--- config.mk ---
export PLATFORM = sky130hd
export DESIGN_NAME = fifo_axis_reader
export DESIGN_NICKNAME = d
export VERILOG_FILES = /design/src/rtl/fifo_axis_reader.sv
export SDC_FILE = /design/constraint.sdc
export NUM_CORES = 1
export LEC_CHECK = 0
export CORE_ASPECT_RATIO = 0.8
export CORE_UTILIZATION = 48
export CTS_CLUSTER_SIZE = 40
export DETAILED_ROUTE_END_ITERATION = 10
export GPL_ROUTABILITY_DRIVEN = 1
export GPL_TIMING_DRIVEN = 0
export PLACE_DENSITY = 0.84
export SLEW_MARGIN = 20
export SYNTH_ARGS = -nofsm -noshare
export SYNTH_HDL_FRONTEND = slang
export SYNTH_SLANG_ARGS = --single-unit
--- constraint.sdc ---
create_clock -name clk -period 2.1 [get_ports clk]
set_input_delay 0.42 -clock clk [delete_from_list [all_inputs] [get_ports clk]]
set_output_delay 0.42 -clock clk [all_outputs]
set_load 0.02 [all_outputs]
--- src/rtl/fifo_axis_reader.sv ---
// Drains a registered-read FIFO into an AXI4-Stream master through a 3-entry skid buffer.
// Read issue depends only on registered occupancy, so fifo_rd_en never sees m_axis_tready.
module fifo_axis_reader #(
   parameter int B  = 160,
   parameter int CW = 32
) (
   input  logic          clk,
   input  logic          rst,
   input  logic          en,
   output logic          fifo_rd_en,
   input  logic [B-1:0]  fifo_dout,
   input  logic          fifo_empty,
   output logic [B-1:0]  m_axis_tdata,
   output logic          m_axis_tvalid,
   input  logic          m_axis_tready,
   output logic          busy,
   output logic [CW-1:0] xfer_cnt
);

   logic [B-1:0]  mem_q [3];
   logic [B-1:0]  mem_d [3];
   logic [1:0]    occ_q, occ_d;
   logic [1:0]    head_q, head_d;
   logic [1:0]    tail_q, tail_d;
   logic          inflight_q, inflight_d;
   logic [CW-1:0] xfer_q, xfer_d;
   logic          cap;
   logic          pop;

   function automatic logic [1:0] inc3(input logic [1:0] idx);
      return (idx == 2'd2) ? 2'd0 : idx + 2'd1;
   endfunction

   always_comb begin
      // Reads are allowed while words held plus the word in flight leave a free slot.
      fifo_rd_en = !rst && en && !fifo_empty &&
                   (({1'b0, occ_q} + {2'b00, inflight_q}) <= 3'd2);
      cap        = inflight_q;
      pop        = (occ_q != 2'd0) && m_axis_tready;

      mem_d      = mem_q;
      tail_d     = tail_q;
      head_d     = head_q;
      if (cap) begin
         mem_d[tail_q] = fifo_dout;
         tail_d        = inc3(tail_q);
      end
      if (pop) begin
         head_d = inc3(head_q);
      end
      occ_d      = occ_q + {1'b0, cap} - {1'b0, pop};
      inflight_d = fifo_rd_en;
      xfer_d     = xfer_q + {{(CW-1){1'b0}}, pop};
   end

   always_ff @(posedge clk) begin
      if (rst) begin
         for (int i = 0; i < 3; i++) begin
            mem_q[i] <= '0;
         end
         occ_q      <= 2'd0;
         head_q     <= 2'd0;
         tail_q     <= 2'd0;
         inflight_q <= 1'b0;
         xfer_q     <= '0;
      end else begin
         mem_q      <= mem_d;
         occ_q      <= occ_d;
         head_q     <= head_d;
         tail_q     <= tail_d;
         inflight_q <= inflight_d;
         xfer_q     <= xfer_d;
      end
   end

   assign m_axis_tvalid = (occ_q != 2'd0);
   assign m_axis_tdata  = mem_q[head_q];
   assign busy          = (occ_q != 2'd0) || inflight_q;
   assign xfer_cnt      = xfer_q;

endmodule

After elaboration in Yosys (flattened, before gate mapping)
Cells that the tools add are included.
{"block": "classes", "n_reduce_logical": 9, "bitwise_logic": 2, "n_mux": 8, "n_eq_ne": 2, "n_lt_le_gt_ge": 4, "n_addsub": 6}
{"op": "480-bit bitwise mux", "count": 1}
{"op": "160-bit two-way mux", "count": 3}
{"op": "160-bit binary-select mux with 2-bit select", "count": 1}
{"op": "160-bit demux with 2-bit select", "count": 1}
{"op": "32-bit by 1-bit adder with 32-bit output", "count": 1}
{"op": "3-bit greater-or-equal comparator (second input constant)", "count": 2}
{"op": "2-bit inverter with 3-bit output", "count": 2}
{"op": "1-bit logical AND", "count": 5}
{"op": "2-bit by 1-bit adder with 2-bit output (second input constant)", "count": 2}
{"op": "2-bit == test (second input constant)", "count": 2}
{"op": "2-bit two-way mux", "count": 2}
{"op": "2-bit by 1-bit adder with 3-bit output", "count": 1}
{"op": "3-bit by 2-bit less-or-equal comparator with 1-bit output (second input constant)", "count": 1}
{"op": "3-bit by 1-bit < comparator with 1-bit output (second input constant)", "count": 1}
{"op": "2-bit by 1-bit adder with 2-bit output", "count": 1}
{"op": "1-bit zero test", "count": 2}
{"op": "2-bit nonzero test", "count": 1}
{"op": "2-bit by 1-bit subtractor with 2-bit output", "count": 1}
{"op": "1-bit logical OR", "count": 1}
{"block": "word_totals", "out_inout_bits": 195, "in_bits": 165, "word_cells": 39, "ff_bits": 519}

Logic depth before layout (Yosys ltp)
{"block": "logic_depth", "depth_word": 6, "depth_mapped": 8, "mapped_depth_nobuf": 7}

Worst setup path before layout
No wires, ideal clock.
{"block": "synth_path", "kind": "register -> register", "startpoint": "register xfer_q[0] (netlist: xfer_cnt[0])", "endpoint": "register xfer_q[26] (netlist: xfer_cnt[26])", "path_stages_with_launch": 9, "period_less_slack_ns": 2.163, "n_path_buf": 1, "arrival_time_ns": 2.042, "setup_slack_ns": -0.063, "required_time_ns": 1.979, "setup_ns": 0.121, "cell_sequence": "dfxtp_1 > o211ai_2 > inv_1 > ha_1 > and4_1 > clkbuf_1 > nand3_1 > nor4_1 > mux2_2"}
{"block": "synth_between", "elab_chain_cells": 1}
{"item": "start, declared", "line_no": "26", "rtl": "logic [CW-1:0] xfer_q, xfer_d;"}
{"item": "start signal, assigned", "line_no": "72", "rtl": "xfer_q <= xfer_d;"}
{"item": "32-bit by 1-bit adder with 32-bit output", "line_no": "53", "rtl": "xfer_d = xfer_q + {{(CW-1){1'b0}}, pop};"}
No other way between the ends.
A chain may end at the register's enable or synchronous reset.

Worst setup path after layout
{"block": "layout_path", "startpoint": "register head_q[0]", "endpoint": "output m_axis_tdata[148]"}
{"block": "layout_between", "elab_chain_cells": 4}
{"item": "start, declared", "line_no": "23", "rtl": "logic [1:0] head_q, head_d;"}
{"item": "start signal, assigned", "line_no": "62", "rtl": "head_q <= 2'd0;"}
{"item": "start signal, assigned", "line_no": "69", "rtl": "head_q <= head_d;"}
{"item": "2-bit inverter with 3-bit output (not written as such)", "line_no": "77", "rtl": "assign m_axis_tdata = mem_q[head_q];"}
{"item": "160-bit binary-select mux with 2-bit select", "line_no": "77"}
{"item": "160-bit two-way mux (not written as such) (2 in a row)", "line_no": "77"}
{"item": "end, declared", "line_no": "13", "rtl": "output logic [B-1:0] m_axis_tdata,"}
No other way between the ends. The select of a mux whose other input is x is not followed.

==> results by group <==
Outcome
  – Outcome: complete, but fails checks
  – Failing checks: negative setup slack

Final layout
  – Area growth, synth to finish: 44.9%
  – Layout cells sized above 1: 23.2%
  – Final cell count without fillers: ~4,000
  – Final Instance Area: 30,900 um^2
  – Multi-input gate area: 12,200 um^2
  – Reg area: 10,400 um^2
  – Nets: 3,474
  – Fillcell total: around 3,000

Clock tree
  – Root Driver: clkbuf_16
  – Clk Latency, worst-skew pair: 0.59 ns
  – Reg clk slew, reported paths: roughly 0.07 ns
  – # hold bufs at CTS: 0
  – H-tree Lvls: 2
  – TritonCTS clock tree: built
  – Max clock buf depth: 3
  – CTS sink count: approximately 520
  – Total CTS buffers: just under 50

Worst setup path
  – Kind of critical path: reg2out
  – Critical Path AT: 2.03 ns
  – Worst Setup SP: head_q[0]$_SDFFE_PP0P_
  – CP delay by family, top: buffers and inverters
  – Slowest stage delay, CP: 0.39 ns
  – Startpoint class of the critical path: register
  – Slowest cell on the critical path: dfxtp_4
  – Crit-path cells: nor2b_4 -> clkbuf_16 -> clkbuf_16 -> clkbuf_16 -> nand2_4 -> o21ai_4 -> buf_6
  – Buf+Inv Stages, Crit Path: 4
  – Crit Path Max Fanout: 6
  – Critical Path Sink Type: output pin
  – Worst r2r src: cap$_SDFF_PP0_
  – Crit-path most repeated cell: clkbuf_16
  – WP data required: 1.68 ns

Global routing
  – GRT Total Usage: about a third
  – Initial antenna violation count: 10
  – Grt ovf: 0
  – Largest net degree at the start of global routing: 15
  – Vias in the first global route: 20,000
  – Wire length of the first global-routing pass: 112,000 um

Timing
  – Setup violators final: ~160
  – Least-Margin Pin Slew: 0.669 ns
  – Hold WS: between 0.4 and 0.5 ns
  – Max Slew Vio Count: 0
  – Ratio of final minimum period to clock period: 117%
  – Max_slew headroom: 55.4%
  – Setup WS post-layout: -0.352 ns
  – TNS Setup: -42.55 ns
  – Clk_skew: 0.0274 ns
  – Hold Fails Final Rpt: 0
  – Tmin final: roughly 2.5 ns
  – Fmax: 0.408 GHz
  – Unrepaired setup endpoints after global routing: yes

Place
  – Final GP Congestion: 0.910
  – Post-DP HPWL: 48,400 um
  – Post-DP Area: 25,700 um^2
  – # port buffers: 359
  – Cells after DPL: 3,797

Synth
  – Simple-Gate Fraction of Synth Area: between 20% and 30%
  – Post-synthesis xor/xnor area fraction: 0.492%
  – Post-synth top area cell: dfxtp_1
  – Mux cell area share after synthesis: 7.81%
  – Ys Warns: 0
  – Synth Area in Adders: 0.351%
  – Synthesized net count: 3,013
  – Synth area leaders: dfxtp_1, nand2_1, a21oi_1, mux2i_1, o21ai_0
  – FF+latch count, synth: around 520
  – Sequential fraction of the synthesis area: 48.6%
  – Mapped Area: approximately 21,000 um^2
  – Synth Area in Compound Gates: roughly 16%
  – Number of synthesized flops with an enable pin: 0
  – Largest family of logic cells by synthesized area: simple AND/OR/NAND/NOR gates
  – Asr flop ratio synth: 0%
  – Top FF cell, synth: dfxtp_1
  – Cells after Synth: 2,842
  – Library cells used by synthesis: 34
  – Synthesized area per cell: 7.52 um^2
  – Top cell type's share of synthesized area: between 40% and 50%

Drt
  – Vias/cell: 5.73
  – TritonRoute pass-1 iters: 6
  – Wirelength per Cell: 20.3 um
  – Via count: ~23,000
  – Initial drt markers: 2,364
  – DRT Wirelength: roughly 80,000 um
  – Met3 wire len: 7210 um
  – Routed wl met2: 36,300 um
  – M1 wire length: 32,600 um
  – Top Layer Used: met5
  – Drc violations: 0
  – Antenna Nets Post-Route: 0

Die
  – Starting Density: between 40% and 50%
  – # IOs: 360
  – Placement row count: 68
  – Placeable Area: 43,500 um^2
  – Die Ht: 191 um
  – Overall die width: around 240 um
  – Die Area: 45,300 um^2

Power
  – Power density cells: just over 800 nW/um^2
  – Register share of total power: between 40% and 50%
  – Total Power: 25,300 uW
  – Leakage: 0.0117 uW
  – Share of total power in the clock network: about a third
  – Internal: about 18,000 uW
  – Switching power: 7420 uW
  – Fraction of power consumed by combinational cells: 24.3%
  – Peak VDD IR: ~660 uV
  – Sw Share: 29.3%

Min path
  – Worst hold path type: in2reg
  – Hold path start: en

Job
  – Maxcap violations: 0
-- Yosys cell counts (all sizes together) (2+ instances only) --
cell type,n
nand3,9
nor3b,2
nor4,7
nand2,1135
nor3,2
inv,8
o21ai,168
clkbuf,205
xnor2,3
ha,6
xor2,9
nor2,21
or2,4
mux2,6
a21oi,500
mux2i,160
nand4,11
and4,5
dfxtp,519
buf,18
or4,7
nand2b,2
nor2b,10
or3,10
nor4b,3
o31ai,6
-- per-layer routing --
layer | global-route usage, % | vias up
met2 | 48.3 | 1225
met1 | 43.6 | 10700
met4 | 11.9 | 6
met5 | 0 | -
met3 | 5.80 | 272
li1 | - | 10400
-- flip-flops by register name (all words and copies together) (netlist names) --
signal / count
head_q: 2
occ_q: 2
mem_q: 480
tail_q: 2
cap: 1
xfer_cnt: 32
-- cell type report --
class / instances / area share [%]
well taps: 595 / 2.41
repair buffers: 417 / 14.2
flip-flops and latches: 519 / 33.7
multi-input cells: 2092 / 39.5
clock buffers: 73 / 4.58
clock inverters: 15 / 0.433
plain buffers: 216 / 5.07
diodes: 6 / 0.0485
inverters: 8 / 0.0970
-- layout by cell type, fill, tap and decap left out, types with 18 or more instances in the layout --
| master | n |
|---|---|
| nand2_4 | 73 |
| o21ai_0 | 21 |
| mux2i_4 | 31 |
| clkbuf_16 | 78 |
| mux2i_2 | 46 |
| dfxtp_1 | 507 |
| nand2_1 | 1020 |
| clkdlybuf4s50_1 | 179 |
| nor2_1 | 18 |
| o21ai_4 | 38 |
| buf_2 | 18 |
| o21ai_2 | 78 |
| a21oi_1 | 499 |
| clkbuf_2 | 68 |
| buf_4 | 50 |
| buf_6 | 134 |
| nand2_2 | 42 |
| o21ai_1 | 31 |
| mux2i_1 | 83 |
| buf_8 | 18 |
| clkbuf_1 | 106 |
-- path summary, 6_finish.rpt --
check                                  to  slack [ns]  cells past startpoint
setup / recovery        m_axis_tdata[148]       -0.35                      7
hold / removal             cap$_SDFF_PP0_        0.42                      2
setup reg to reg   mem_q[88]$_SDFFE_PP0P_        0.02                      7
hold reg to reg   mem_q[160]$_SDFFE_PP0P_        0.45                      2
-- timing repair --
action	in CTS	in global routing
pin swaps	49	72
gates resized for setup	1495	570
buffers inserted	15	20
gates cloned	16	8
endpoints found under the setup margin	623	427
-- cell families (layout without fill, tap and decap cells) --
| family | Yosys count | after routing |
|---|---|---|
| compound gates | 677 | 677 |
| simple gates | 1231 | 1231 |
| fa+ha+maj | 6 | 6 |
| mux | 166 | 166 |
| flops | 519 | 519 |
| buf+inv | 231 | 729 |
| other cells | 0 | 6 |
| xor+xnor | 12 | 12 |
-- power by group through the flow --
stage	Sequential [uW]	Combinational, uW	Clock [uW]
floorplan	10500	2300	0
global placement	10500	4010	0
detailed placement	10500	4020	0
CTS	10300	4890	8750
global route	10400	6380	9250
finish	10400	6150	8770
-- metrics by stage --
stage | setup WS [ns] | utilization [%]
floorplan | 0.00456 | -
CTS | -0.329 | 66.2
global route | -0.389 | 71.2
global placement | -1.62 | 59.1
detailed placement | -1.21 | 59.2
finish | -0.352 | 71.2
Note: power is estimated with default switching activity, not from simulation.
